### src/rtl/async_fifo_wr_ctrl.sv
// Write-domain controller of a dual-clock FIFO: write pointer, read-pointer synchronizer, full/level flags.
// Optional sticky overflow flag is built when ASYNC_FIFO_WR_OVERFLOW_EN is defined.
module async_fifo_wr_ctrl #(
    parameter int ADDR_W       = 3,
    parameter int AFULL_THRESH = 6
) (
    input  logic              wr_clk,
    input  logic              rst,
    input  logic              wr_en,
    input  logic [ADDR_W:0]   rd_gray_ptr,
    output logic              mem_we,
    output logic [ADDR_W-1:0] wr_addr,
    output logic [ADDR_W:0]   wr_gray_ptr,
    output logic              full,
    output logic              almost_full,
    output logic [ADDR_W:0]   wr_level
`ifdef ASYNC_FIFO_WR_OVERFLOW_EN
    ,
    output logic              overflow
`endif
);
    localparam logic [ADDR_W:0] AFULL_LVL = (ADDR_W + 1)'(AFULL_THRESH);
    localparam logic [ADDR_W:0] PTR_ONE   = (ADDR_W + 1)'(1);

    logic [ADDR_W:0] r_wr_bin;
    logic [ADDR_W:0] r_wr_gray;
    logic [ADDR_W:0] r_rd_sync1;
    logic [ADDR_W:0] r_rd_sync2;
    logic [ADDR_W:0] w_wr_bin_next;
    logic [ADDR_W:0] w_rd_bin;
    logic [ADDR_W:0] w_full_cmp;
    logic            w_accept;

    // Handshake: wr_en is the request (valid) and ~full the ready; a write transfers
    // on a wr_clk edge where both are high, and wr_en may change on any cycle.
    assign w_accept      = wr_en & ~full;
    assign w_wr_bin_next = r_wr_bin + PTR_ONE;

    // Each binary bit is the XOR of all Gray bits at or above it.
    always_comb begin
        w_rd_bin = '0;
        for (int i = 0; i <= ADDR_W; i++) begin
            w_rd_bin[i] = ^(r_rd_sync2 >> i);
        end
    end

    // Full pointer is half a Gray cycle ahead: top two bits inverted, rest equal.
    generate
        if (ADDR_W == 1) begin : g_full_cmp_narrow
            assign w_full_cmp = ~r_rd_sync2;
        end else begin : g_full_cmp_wide
            assign w_full_cmp = {~r_rd_sync2[ADDR_W:ADDR_W-1], r_rd_sync2[ADDR_W-2:0]};
        end
    endgenerate

    always_ff @(posedge wr_clk or posedge rst) begin
        if (rst) begin
            r_wr_bin   <= '0;
            r_wr_gray  <= '0;
            r_rd_sync1 <= '0;
            r_rd_sync2 <= '0;
        end else begin
            r_rd_sync1 <= rd_gray_ptr;
            r_rd_sync2 <= r_rd_sync1;
            if (w_accept) begin
                r_wr_bin  <= w_wr_bin_next;
                r_wr_gray <= w_wr_bin_next ^ (w_wr_bin_next >> 1);
            end
        end
    end

`ifdef ASYNC_FIFO_WR_OVERFLOW_EN
    logic r_overflow;

    always_ff @(posedge wr_clk or posedge rst) begin
        if (rst) begin
            r_overflow <= 1'b0;
        end else if (wr_en && full) begin
            r_overflow <= 1'b1;
        end
    end

    assign overflow = r_overflow;
`endif

    assign full        = (r_wr_gray == w_full_cmp);
    assign wr_level    = r_wr_bin - w_rd_bin;
    assign almost_full = (wr_level >= AFULL_LVL);
    assign mem_we      = w_accept;
    assign wr_addr     = r_wr_bin[ADDR_W-1:0];
    assign wr_gray_ptr = r_wr_gray;

endmodule

### config.mk
export PLATFORM = sky130hd
export DESIGN_NAME = async_fifo_wr_ctrl
export DESIGN_NICKNAME = d
export VERILOG_FILES = /design/src/rtl/async_fifo_wr_ctrl.sv
export SDC_FILE = /design/constraint.sdc
export NUM_CORES = 1
export LEC_CHECK = 0
export BUFFER_PORTS_ARGS = -buffer_cell sky130_fd_sc_hd__buf_2
export CORE_MARGIN = 1
export CORE_UTILIZATION = 50
export CTS_CLUSTER_SIZE = 8
export DETAILED_ROUTE_END_ITERATION = 8
export HOLD_SLACK_MARGIN = 0.15
export PLACE_DENSITY = 0.77
export RECOVER_POWER = 50
export SLEW_MARGIN = 0
export SYNTH_ARGS = -nofsm -noshare
export SYNTH_HDL_FRONTEND = slang
export SYNTH_SLANG_ARGS = --single-unit
### constraint.sdc
create_clock -name wr_clk -period 6.6 [get_ports wr_clk]
set_input_delay 1.32 -clock wr_clk [delete_from_list [all_inputs] [get_ports wr_clk]]
set_output_delay 1.32 -clock wr_clk [all_outputs]
set_load 0.005 [all_outputs]
==> results of run 1 <==
critical path, delay by kind of cell, from the launching register on:
family / cells / cell delay, ns
AO/OA/AOI/OAI: 1 / 0.06
adder cells (fa/ha/maj): 2 / 0.57
flip-flops: 1 / 0.41
XOR/XNOR: 4 / 0.94
AND/OR/NAND/NOR: 1 / 0.07
buffers and inverters: 2 / 0.19
per-stage QoR:
stage               std cells  worst slack [ns]  utilization [%]  instance area (sq um)  hold slack (ns)
finish                    104             2.787            65.89                  889.6           0.3519
global route              104             2.544            65.89                  889.6           0.3638
CTS                       104             2.750            65.89                  889.6           0.3563
detailed placement        100             3.045            63.86                  862.1           0.3356
global placement          100             3.182            63.86                  862.1           0.3330
floorplan                  65             3.284                -                  747.0           0.3312
layer usage:
layer | vias up | track usage [%] | share of wire, %
met5 | - | 0 | 0
met4 | 0 | 2.500 | 0.54
met3 | 2 | 1.630 | 3.3
met2 | 12 | 23.81 | 47
met1 | 221 | 19.42 | 49
li1 | 253 | - | -
cells in the final DEF, fill, tap and decap left out:
cell type and instances:
sky130_fd_sc_hd__buf_2 20, sky130_fd_sc_hd__dfrtp_1 15, sky130_fd_sc_hd__xor2_1 8, sky130_fd_sc_hd__xnor2_1 8, sky130_fd_sc_hd__inv_1 7, sky130_fd_sc_hd__nand2_1 6
sky130_fd_sc_hd__o21ai_0 5, sky130_fd_sc_hd__ha_1 4, sky130_fd_sc_hd__clkbuf_4 3, sky130_fd_sc_hd__nor2_2 2, sky130_fd_sc_hd__o41ai_2 1, sky130_fd_sc_hd__nor2b_1 1
sky130_fd_sc_hd__a21boi_0 1, sky130_fd_sc_hd__nor3b_1 1, sky130_fd_sc_hd__nor2_1 1, sky130_fd_sc_hd__nor4_1 1, sky130_fd_sc_hd__nand3_1 1, sky130_fd_sc_hd__mux2_2 1
sky130_fd_sc_hd__fa_1 1, sky130_fd_sc_hd__clkinv_2 1, sky130_fd_sc_hd__buf_4 1
worst paths after layout:
| kind | start | cells past startpoint | endpoint |
|---|---|---|---|
| setup / recovery | r_rd_sync2[3] | 10 | almost_full |
| hold / removal | r_rd_sync1[0] | 0 | r_rd_sync2[0] |
| setup reg to reg | wr_gray_ptr[3] | 4 | r_wr_bin[1] |
| hold reg to reg | r_rd_sync1[0] | 0 | r_rd_sync2[0] |
| max in group asynchronous | rst | 2 | r_wr_bin[0] |
| min in group asynchronous | rst | 2 | r_rd_sync1[2] |
final cells by class:
cell class | instances | area [sq um] | area share [%]
clock buffer | 3 | 22.52 | 2.532
clock inverter | 1 | 5.005 | 0.5626
inverter | 7 | 26.28 | 2.954
multi-input combinational | 42 | 334.1 | 37.55
sequential | 15 | 375.4 | 42.19
tap | 15 | 18.77 | 2.110
timing repair buffer | 21 | 107.6 | 12.10
cells by family (layout without fill, tap and decap cells):
family	count (synthesis)	in the layout	share of synthesized area (%)
xor+xnor	16	16	18.76
mux	1	1	1.507
fa+ha+maj	5	5	9.381
flops	15	15	50.25
compound gates	7	7	6.533
simple gates	13	13	8.543
buf+inv	8	32	5.026
power by group through the flow:
| stage | Sequential (mW) | Combinational [mW] | Clock [mW] |
|---|---|---|---|
| global route | 0.157 | 0.260 | 0.0539 |
| detailed placement | 0.154 | 0.231 | 0 |
| floorplan | 0.151 | 0.157 | 0 |
| finish | 0.152 | 0.226 | 0.0490 |
| global placement | 0.153 | 0.224 | 0 |
| CTS | 0.152 | 0.232 | 0.0510 |
sequential cells by signal, indices dropped and copies added, names as in the netlist:
| register | cells |
|---|---|
| r_rd_sync2 | 4 |
| wr_gray_ptr | 4 |
| r_wr_bin | 3 |
| r_rd_sync1 | 4 |
==> impl_results.rst, run 1 <==
.. list-table::
   :header-rows: 1

   * - Metric
     - Value
   * - Core area
     - 0.001350 sq mm
   * - Endpoints failing hold
     - 0
   * - Root buffer cell
     - sky130_fd_sc_hd__clkbuf_4
   * - Status
     - completed
   * - Ratio of routed vias to standard cells
     - 4.692
   * - Synth cell count leaders
     - sky130_fd_sc_hd__dfrtp_1 (15), sky130_fd_sc_hd__xnor2_1 (8), sky130_fd_sc_hd__xor2_1 (8)
   * - Worst setup skew after layout
     - 0.003703 ns
   * - CP max stage delay
     - 0.41 ns
   * - Initial antenna violation count
     - 0
   * - RSZ-0062 raised after global routing
     - false
   * - Worst min path class
     - flop to flop
   * - Post-CTS setup buffer count
     - 0
   * - Part of the power in combinational logic
     - 52.9%
   * - Count of state elements after synthesis
     - 15
   * - IR Drop Worst-Case VDD
     - 0.2954 mV
   * - Clock-pin slew reported for the worst setup and hold paths after clock tree synthesis
     - 0.09 ns
   * - Wire length of the first global-routing pass
     - 1559 um
   * - Worst slew margin relative to its limit
     - 64.02%
   * - Number of standard cells after synthesis
     - 65
   * - TritonCTS Buffers
     - 3
   * - List of cells traversed by the critical path
     - xnor2_1, xor2_1, xnor2_1, ha_1, inv_1, fa_1, xor2_1, nand2_1, o21ai_0, buf_2
   * - Count of nets after finishing
     - 102
   * - Post-detail-place hpwl
     - 903.9 um
   * - Final WL
     - 1106 um
   * - Total power
     - 0.4275 mW
   * - Antenna diode count
     - 0
   * - Most common flop cell mapped by yosys
     - sky130_fd_sc_hd__dfrtp_1
   * - Pin count of the biggest net entering global routing
     - 16
   * - Post-detailed-route wirelength per cell
     - 10.63 um
   * - Placer Congestion
     - 0.6966
   * - Number of nets produced by synthesis
     - 77
   * - Clock sink total
     - 15
   * - Clock tree from TritonCTS
     - yes
   * - Top cells by area, synth
     - sky130_fd_sc_hd__dfrtp_1 (50%), sky130_fd_sc_hd__xnor2_1 (9.4%), sky130_fd_sc_hd__xor2_1 (9.4%)
   * - Synth warn
     - 0
   * - Worst path arrival time
     - 2.49 ns
   * - Die width
     - 40.65 um
   * - Combined global-route utilization of all metal layers
     - 13.99%
   * - Overall die area
     - 0.001652 sq mm
   * - Most repeated cell in the gate-level netlist after synthesis
     - sky130_fd_sc_hd__dfrtp_1
   * - Area share of the largest cell type after synthesis
     - 50.25%
   * - Yosys cell types
     - 18
   * - Fraction of power consumed by the clock network
     - 11.5%
   * - Fraction of power consumed by sequential logic
     - 35.6%
   * - Asr flop ratio synth
     - 100.0%
   * - Area delta synth->final
     - 19.10%
   * - Critical path class
     - flop to output pin
   * - MaxCap Viol Count
     - 0
   * - Iteration count of the initial detailed-routing pass
     - 3
   * - Net Switching
     - 0.1681 mW
   * - Net Sw Frac
     - 39.32%
   * - Setup slack of the most critical reg-to-reg path
     - 4.98 ns
   * - Required arrival time at the worst endpoint
     - 5.28 ns
   * - FMAX
     - 262.3 MHz
   * - Via count of the first global-routing pass
     - 366
   * - Layout cells sized above 1
     - 32.58%
   * - Number of gates given a new drive strength after cts
     - 0
   * - Syn_area_per_cell
     - 11.49 sq um
   * - Leakage power total
     - 0.4428 nW
   * - Final worst path period share
     - 57.77%
   * - Max-slew violations
     - 0
   * - Via Count
     - 488
   * - Startpoint types
     - flop
   * - DRT antenna net count
     - 0
   * - Final routed DRC violation total
     - 0
   * - Setup-violating endpoint count in the final report
     - 0
   * - Shortest clock period the worst path allows after layout
     - 3.813 ns
   * - # H-tree levels
     - 1
   * - Number of enable-type register cells in the synthesized netlist
     - 0
   * - Maximum clock insertion buffer count
     - 2
   * - Port Buffer Count
     - 20
   * - Worst Max-Slew Pin Slew
     - 0.5391 ns
   * - Count of hold-fix buffers inserted at cts
     - 0
   * - Area of the mapped netlist
     - 747.0 sq um
   * - Total congestion overflow
     - 0
   * - Internal Pwr Total
     - 0.2594 mW
   * - Number of DRC violations after detailed-routing iteration 0
     - 4
   * - Category of the worst setup path capture point
     - output pin
   * - Count of standard-cell rows
     - 13
   * - Count of boundary I/O pins
     - 21
   * - Library cell with the largest summed area after synthesis
     - sky130_fd_sc_hd__dfrtp_1
   * - Chip Height
     - 40.65 um
   * - Initial cell density of the core
     - 55.33%
   * - Slowest CP cell
     - sky130_fd_sc_hd__dfrtp_1
   * - Setup Total Neg Slack
     - 0 ns
   * - Clock insertion delay at the later pin of the skew report
     - 0.27 ns
   * - Register area share after synthesis
     - 50.25%
   * - CP Max Fanout
     - 3
   * - Number of fill cells
     - 107
   * - Power density of the placed cells
     - 480.6 mW/mm^2
Power figures use the tool's default switching activity.
==> inputs of run 2 (changes only) <==
--- a/config.mk
+++ b/config.mk
@@ -7,11 +7,11 @@
 export LEC_CHECK = 0
 export BUFFER_PORTS_ARGS = -buffer_cell sky130_fd_sc_hd__buf_2
 export CORE_MARGIN = 1
-export CORE_UTILIZATION = 50
+export CORE_UTILIZATION = 44
 export CTS_CLUSTER_SIZE = 8
 export DETAILED_ROUTE_END_ITERATION = 8
 export HOLD_SLACK_MARGIN = 0.15
-export PLACE_DENSITY = 0.77
+export PLACE_DENSITY = 0.72
 export RECOVER_POWER = 50
 export SLEW_MARGIN = 0
 export SYNTH_ARGS = -nofsm -noshare
==> constraint.sdc (replaced) <==
create_clock -name wr_clk -period 3.5 [get_ports wr_clk]
set_input_delay 0.7 -clock wr_clk [delete_from_list [all_inputs] [get_ports wr_clk]]
set_output_delay 0.7 -clock wr_clk [all_outputs]
set_load 0.005 [all_outputs]
==> run 2 against run 1 <==
Effect of this change:
- die area rose by 13%
- sequential power is 90% higher
- critical path depth is the same
- register-to-register slack got worse by 3.2 ns
- routed wire length grew 12%
- clock skew is 0.0027 ns lower
- utilization is 8.1 points lower
- power grew 90%
- critical endpoint unchanged
==> impl_results.rst, run 2 (same netlist as run 1, synthesis figures left out) <==
.. list-table::
   :header-rows: 1

   * - Metric
     - Value
   * - Category of the worst setup path capture point
     - output pin
   * - Post-route cell area
     - 890.9 sq um (+0.14%)
   * - Number of gates given a new drive strength after cts
     - 0 (unchanged)
   * - Via count of the first global-routing pass
     - 504 (+38%)
   * - TritonCTS Buffers
     - 3 (unchanged)
   * - Die width
     - 43.20 um (+6.3%)
   * - Required arrival time at the worst endpoint
     - 2.80 ns (-2.48 ns)
   * - Startpoint types
     - flop
   * - Count of boundary I/O pins
     - 21 (unchanged)
   * - # H-tree levels
     - 1 (unchanged)
   * - Layout cells sized above 1
     - 32.58% (unchanged)
   * - Slowest CP cell
     - sky130_fd_sc_hd__dfrtp_1
   * - Via Count
     - 526 (+7.8%)
   * - Clock tree from TritonCTS
     - yes
   * - Pre-CTS worst setup slack
     - 0.5526 ns (-2.492 ns)
   * - Final WL
     - 1238 um (+12%)
   * - Initial cell density of the core
     - 48.46% (-6.9 points)
   * - Max-slew violations
     - 0 (unchanged)
   * - Met3 Wirelength
     - 45 um (+22%)
   * - Area delta synth->final
     - 19.26%
   * - Total congestion overflow
     - 0 (unchanged)
   * - Maximum clock insertion buffer count
     - 2 (unchanged)
   * - IR Drop Worst-Case VDD
     - 0.5060 mV (+71%)
   * - Number of fill cells
     - 145 (+36%)
   * - Met1 Wirelength
     - 536 um (-0.37%)
   * - Cells after DPL
     - 101 (+1.0%)
   * - Total power
     - 0.8143 mW (+90%)
   * - Port Buffer Count
     - 20 (unchanged)
   * - Wire length of the first global-routing pass
     - 2152 um (+38%)
   * - Iteration count of the initial detailed-routing pass
     - 4 (+1)
   * - Chip Height
     - 43.20 um (+6.3%)
   * - Power density of the placed cells
     - 914.1 mW/mm^2 (+90%)
   * - Post-CTS setup buffer count
     - 0 (unchanged)
   * - Worst slew margin relative to its limit
     - 63.92% (-0.11 points)
   * - RSZ-0062 raised after global routing
     - false
   * - Endpoints failing hold
     - 0 (unchanged)
   * - Post-detailed-route wirelength per cell
     - 11.79 um (+11%)
   * - Final cell utilization of the core
     - 57.79% (-8.1 points)
   * - CP max stage delay
     - 0.41 ns (about the same)
   * - Root buffer cell
     - sky130_fd_sc_hd__clkbuf_4
   * - Critical path class
     - flop to output pin
   * - Worst path setup slack after routing
     - 0.2759 ns (-2.511 ns)
   * - Post-detail-place hpwl
     - 1002 um (+11%)
   * - Count of hold-fix buffers inserted at cts
     - 0 (unchanged)
   * - Number of DRC violations after detailed-routing iteration 0
     - 3 (-1)
   * - Top library cells by usage in the layout, fill and taps aside
     - sky130_fd_sc_hd__buf_2 (20), sky130_fd_sc_hd__dfrtp_1 (15), sky130_fd_sc_hd__xor2_1 (8), sky130_fd_sc_hd__xnor2_1 (8), sky130_fd_sc_hd__inv_1 (7)
   * - Setup Total Neg Slack
     - 0 ns (unchanged)
   * - Initial antenna violation count
     - 0 (unchanged)
   * - Most frequent standard cell in the layout excluding fill and tap cells
     - sky130_fd_sc_hd__buf_2
   * - Worst min path class
     - flop to flop
   * - Worst setup skew after layout
     - 0.0009640 ns (-0.002739 ns)
   * - Count of nets after finishing
     - 102 (unchanged)
   * - Worst Max-Slew Pin Slew
     - 0.5407 ns (+0.001617 ns)
   * - Final routed DRC violation total
     - 0 (unchanged)
   * - Ratio of routed vias to standard cells
     - 5.010 (+6.8%)
   * - Placed instance area
     - 863.3 sq um (+0.15%)
   * - Clock-pin slew reported for the worst setup and hold paths after clock tree synthesis
     - 0.08 ns (about the same)
   * - Placer Congestion
     - 0.7898 (+13%)
   * - Combined global-route utilization of all metal layers
     - 15.47% (+1.5 points)
   * - FMAX
     - 310.2 MHz
   * - Shortest clock period the worst path allows after layout
     - 3.224 ns
   * - Pin count of the biggest net entering global routing
     - 16 (unchanged)
   * - Clock sink total
     - 15 (unchanged)
   * - DRT antenna net count
     - 0 (unchanged)
   * - Setup-violating endpoint count in the final report
     - 0 (unchanged)
   * - MaxCap Viol Count
     - 0 (unchanged)
   * - Clock insertion delay at the later pin of the skew report
     - 0.27 ns (about the same)
   * - Core area
     - 0.001541 sq mm (+14%)
   * - CP Max Fanout
     - 3 (unchanged)
   * - Leakage power total
     - 0.4428 nW (unchanged)
   * - Met2 wirelength from detailed routing
     - 647 um (+24%)
   * - Antenna diode count
     - 0 (unchanged)
   * - Worst path arrival time
     - 2.52 ns (+0.03 ns)
   * - Finished Layout Cells
     - 105 (+0.96%)
   * - List of cells traversed by the critical path
     - xnor2_1, xor2_1, xnor2_1, ha_1, inv_1, fa_1, xor2_1, nand2_1, o21ai_0, buf_2
   * - Final worst path period share
     - 92.12%
   * - Overall die area
     - 0.001866 sq mm (+13%)
   * - Uppermost layer routed
     - met4
   * - Status
     - completed
   * - Hold slack final
     - 0.3532 ns (+0.001341 ns)
   * - Count of standard-cell rows
     - 14 (+1)
[run 2: cell counts in the layout (fill, tap and decap cells not counted)]
Identical to the previous run, type by type.
[run 2: worst paths after layout]
check / end / from / slack [ns] / cells past startpoint
min: r_rd_sync2[0] / r_rd_sync1[0] / 0.35 / 0
max in group asynchronous: wr_gray_ptr[2] / rst / 2.69 / 2
max: almost_full / r_rd_sync2[3] / 0.28 / 10
min in group asynchronous: r_rd_sync1[1] / rst / 0.45 / 2
max reg2reg: r_wr_bin[1] / wr_gray_ptr[3] / 1.83 / 4
min reg2reg: r_rd_sync2[0] / r_rd_sync1[0] / 0.35 / 0
[run 2: area by class of cell]
class                      instances  area, sq um  area share (%)
clock buffer                       3        22.52           2.528
clock inverter                     1        5.005          0.5618
inverter                           7        26.28           2.949
multi-input combinational         42        334.1           37.50
sequential                        15        375.4           42.13
tap                               16        20.02           2.247
timing repair buffer              21        107.6           12.08
[run 2: worst max-delay path, delay by kind of cell, from the launching register on]
kind / cells / cell delay (ns)
AOI/OAI and AO/OA: 1 / 0.06
xor gates and xnor gates: 4 / 0.95
adders and majority gates: 2 / 0.57
buffers and inverters: 2 / 0.19
DFF: 1 / 0.41
and+or+nand+nor: 1 / 0.07
[run 2: power breakdown]
group          internal, mW  leakage (nW)  total [mW]  switching, mW
Sequential            0.221         0.177       0.289         0.0677
Clock                0.0423        0.0177      0.0936         0.0513
Combinational         0.227         0.248       0.432          0.205
[run 2: per-layer routing]
layer / GRT usage [%] / vias to the layer above
met4: 9.091 / 0
met3: 1.277 / 2
met1: 20.83 / 254
met2: 24.18 / 13
met5: 0 / -
li1: - / 257
==> inputs of run 3 (changes only) <==
--- a/config.mk
+++ b/config.mk
@@ -7,13 +7,13 @@
 export LEC_CHECK = 0
 export BUFFER_PORTS_ARGS = -buffer_cell sky130_fd_sc_hd__buf_2
 export CORE_MARGIN = 1
-export CORE_UTILIZATION = 44
+export CORE_UTILIZATION = 50
 export CTS_CLUSTER_SIZE = 8
 export DETAILED_ROUTE_END_ITERATION = 8
 export HOLD_SLACK_MARGIN = 0.15
-export PLACE_DENSITY = 0.72
+export PLACE_DENSITY = 0.77
 export RECOVER_POWER = 50
-export SLEW_MARGIN = 0
+export SLEW_MARGIN = 20
 export SYNTH_ARGS = -nofsm -noshare
 export SYNTH_HDL_FRONTEND = slang
 export SYNTH_SLANG_ARGS = --single-unit
==> constraint.sdc (replaced) <==
create_clock -name wr_clk -period 3.85 [get_ports wr_clk]
set_input_delay 0.77 -clock wr_clk [delete_from_list [all_inputs] [get_ports wr_clk]]
set_output_delay 0.77 -clock wr_clk [all_outputs]
set_load 0.005 [all_outputs]
==> run 3 against run 2 <==
Effect of this change:
- clock-buffer cell count stayed put
- register-to-register slack improved by 0.37 ns
- via count decreased by 5.5%
- sequential power shrank 9.3%
- worst setup slack better by 0.28 ns
- clock power decreased by 8.2%
- combinational power is 12% lower
- sequential share of layout area is 0.059 points higher
- critical path depth stayed put
- flip-flop and latch count unchanged
- final area is 0.14% lower
- die area shrank 11%
- highest routed layer unchanged
==> impl_results.rst, run 3 (same netlist as run 1, synthesis figures left out) <==
.. list-table::
   :header-rows: 1

   * - Metric
     - Value
   * - Die width
     - 40.65 um (-5.9%)
   * - Pre-CTS worst setup slack
     - 0.8378 ns (+0.2852 ns)
   * - Final routed DRC violation total
     - 0 (unchanged)
   * - FMAX
     - 303.5 MHz
   * - TritonCTS Buffers
     - 3 (unchanged)
   * - Family of cells with the greatest summed delay on the critical path
     - XOR/XNOR gates
   * - IR Drop Worst-Case VDD
     - 0.4974 mV (-1.7%)
   * - Core area
     - 0.001350 sq mm (-12%)
   * - Iteration count of the initial detailed-routing pass
     - 4 (unchanged)
   * - Slowest CP cell
     - sky130_fd_sc_hd__dfrtp_1
   * - Endpoints failing hold
     - 0 (unchanged)
   * - Combined global-route utilization of all metal layers
     - 15.68% (+0.21 points)
   * - Via Count
     - 497 (-5.5%)
   * - Cell count of the worst reg-to-reg path
     - 4 (unchanged)
   * - Post-detail-place hpwl
     - 894.1 um (-11%)
   * - Top library cells by usage in the layout, fill and taps aside
     - sky130_fd_sc_hd__buf_2 (20), sky130_fd_sc_hd__dfrtp_1 (15), sky130_fd_sc_hd__xor2_1 (8), sky130_fd_sc_hd__xnor2_1 (8), sky130_fd_sc_hd__inv_1 (7)
   * - Placer Congestion
     - 0.6573 (-17%)
   * - Worst Max-Slew Pin Slew
     - 0.5393 ns (-0.001346 ns)
   * - Sequential Area
     - 375.4 sq um (unchanged)
   * - Area taken by multi-input logic gates
     - 334.1 sq um (unchanged)
   * - Number of gates given a new drive strength after cts
     - 0 (unchanged)
   * - Overall die area
     - 0.001652 sq mm (-11%)
   * - Clock insertion delay at the later pin of the skew report
     - 0.28 ns (about the same)
   * - Number of fill cells
     - 115 (-21%)
   * - CP Max Fanout
     - 3 (unchanged)
   * - Shortest clock period the worst path allows after layout
     - 3.295 ns
   * - Area delta synth->final
     - 19.10%
   * - Power density of the placed cells
     - 820.1 mW/mm^2 (-10%)
   * - List of cells traversed by the critical path
     - xnor2_1, xor2_1, xnor2_1, ha_1, inv_1, fa_1, xor2_1, nand2_1, o21ai_0, buf_2
   * - Total congestion overflow
     - 0 (unchanged)
   * - Number of DRC violations after detailed-routing iteration 0
     - 6 (+3)
   * - Count of boundary I/O pins
     - 21 (unchanged)
   * - Met1 Track Usage GR
     - 18.51% (-2.3 points)
   * - Pin count of the biggest net entering global routing
     - 16 (unchanged)
   * - Worst path setup slack after routing
     - 0.5551 ns (+0.2792 ns)
   * - Final WL
     - 1126 um (-9.0%)
   * - Worst path buffer plus inverter count
     - 2 (unchanged)
   * - Worst slew margin relative to its limit
     - 64.01% (+0.090 points)
   * - Clock-pin slew reported for the worst setup and hold paths after clock tree synthesis
     - 0.08 ns (about the same)
   * - Clock tree from TritonCTS
     - yes
   * - Layout cells sized above 1
     - 32.58% (unchanged)
   * - Most frequent standard cell in the layout excluding fill and tap cells
     - sky130_fd_sc_hd__buf_2
   * - # H-tree levels
     - 1 (unchanged)
   * - Worst path arrival time
     - 2.52 ns (about the same)
   * - Clock sink total
     - 15 (unchanged)
   * - Status
     - completed
   * - Count of standard-cell rows
     - 13 (-1)
   * - Antenna diode count
     - 0 (unchanged)
   * - Port Buffer Count
     - 20 (unchanged)
   * - Initial cell density of the core
     - 55.33% (+6.9 points)
   * - Required arrival time at the worst endpoint
     - 3.08 ns (+0.28 ns)
   * - Chip Height
     - 40.65 um (-5.9%)
   * - Count of nets after finishing
     - 102 (unchanged)
   * - Category of the worst setup path capture point
     - output pin
   * - Global routing's busiest layer
     - met2
   * - Met2 routing resource usage after global routing
     - 25.79% (+1.6 points)
   * - Met3 capacity usage during global routing
     - 3.261% (+2.0 points)
   * - Initial antenna violation count
     - 0 (unchanged)
   * - Setup-violating endpoint count in the final report
     - 0 (unchanged)
   * - Leakage power total
     - 0.4428 nW (unchanged)
   * - Critical path class
     - flop to output pin
   * - Ratio of routed vias to standard cells
     - 4.779 (-4.6%)
   * - MaxCap Viol Count
     - 0 (unchanged)
   * - Root buffer cell
     - sky130_fd_sc_hd__clkbuf_4
   * - Count of hold-fix buffers inserted at cts
     - 0 (unchanged)
   * - Post-CTS setup buffer count
     - 0 (unchanged)
   * - Worst setup skew after layout
     - 0.001131 ns (+0.0001674 ns)
   * - Wire length of the first global-routing pass
     - 1614 um (-25%)
   * - DRT antenna net count
     - 0 (unchanged)
   * - CP max stage delay
     - 0.41 ns (about the same)
   * - Max-slew violations
     - 0 (unchanged)
   * - Cells on Worst Hold Path
     - 0 (unchanged)
   * - RSZ-0062 raised after global routing
     - false
   * - Maximum clock insertion buffer count
     - 2 (unchanged)
   * - Startpoint types
     - flop
   * - Via count of the first global-routing pass
     - 405 (-20%)
   * - Post-detailed-route wirelength per cell
     - 10.83 um (-8.2%)
   * - Final worst path period share
     - 85.58%
   * - Setup Total Neg Slack
     - 0 ns (unchanged)
   * - Worst min path class
     - flop to flop
   * - Crit path depth
     - 10 (unchanged)
==> run 3: cell counts in the layout (fill, tap and decap cells not counted) <==
No cell type changed its count.
==> run 3: layer usage <==
metal  part of all wire [%]  routed length, um
met5                      0                  0
met4                   0.53                  6
met3                    3.0                 34
met2                     47                533
met1                     49                552
==> run 3: layout make-up <==
cell class                 count  share of cell area (%)
tap                           15                   2.110
clock inverter                 1                  0.5626
clock buffer                   3                   2.532
timing repair buffer          21                   12.10
inverter                       7                   2.954
sequential                    15                   42.19
multi-input combinational     42                   37.55
==> run 3: worst reg2reg max path, cell delays in order (launching register included) <==
cell	delay [ns]
sky130_fd_sc_hd__dfrtp_1	0.45
sky130_fd_sc_hd__xnor2_1	0.20
sky130_fd_sc_hd__o41ai_2	0.31
sky130_fd_sc_hd__buf_4	0.24
sky130_fd_sc_hd__mux2_2	0.34
==> run 3: stage by stage <==
stage	area, sq um	cells	total power, mW	hold slack (ns)	util (%)
6_report	889.6	104	0.7295	0.3557	65.89
4_1_cts	889.6	104	0.7404	0.3554	65.89
3_5_place_dp	862.1	100	0.6537	0.3358	63.86
5_1_grt	889.6	104	0.8151	0.3664	65.89
2_1_floorplan	747.0	65	0.5275	0.3312	-
3_3_place_gp	862.1	100	0.6450	0.3326	63.86
==> run 3: power by group <==
group / internal (mW) / switching (mW)
Combinational: 0.204 / 0.178
Clock: 0.0385 / 0.0474
Sequential: 0.201 / 0.0607
Total: 0.443 / 0.286
==> run 3: final timing paths <==
path                           startpoint            end  slack, ns
max in group asynchronous             rst  r_rd_sync1[3]       2.98
min reg2reg                 r_rd_sync1[2]  r_rd_sync2[2]       0.36
min                         r_rd_sync1[2]  r_rd_sync2[2]       0.36
max                         r_rd_sync2[3]    almost_full       0.56
min in group asynchronous             rst  r_rd_sync1[1]       0.52
max reg2reg                wr_gray_ptr[3]    r_wr_bin[1]       2.20
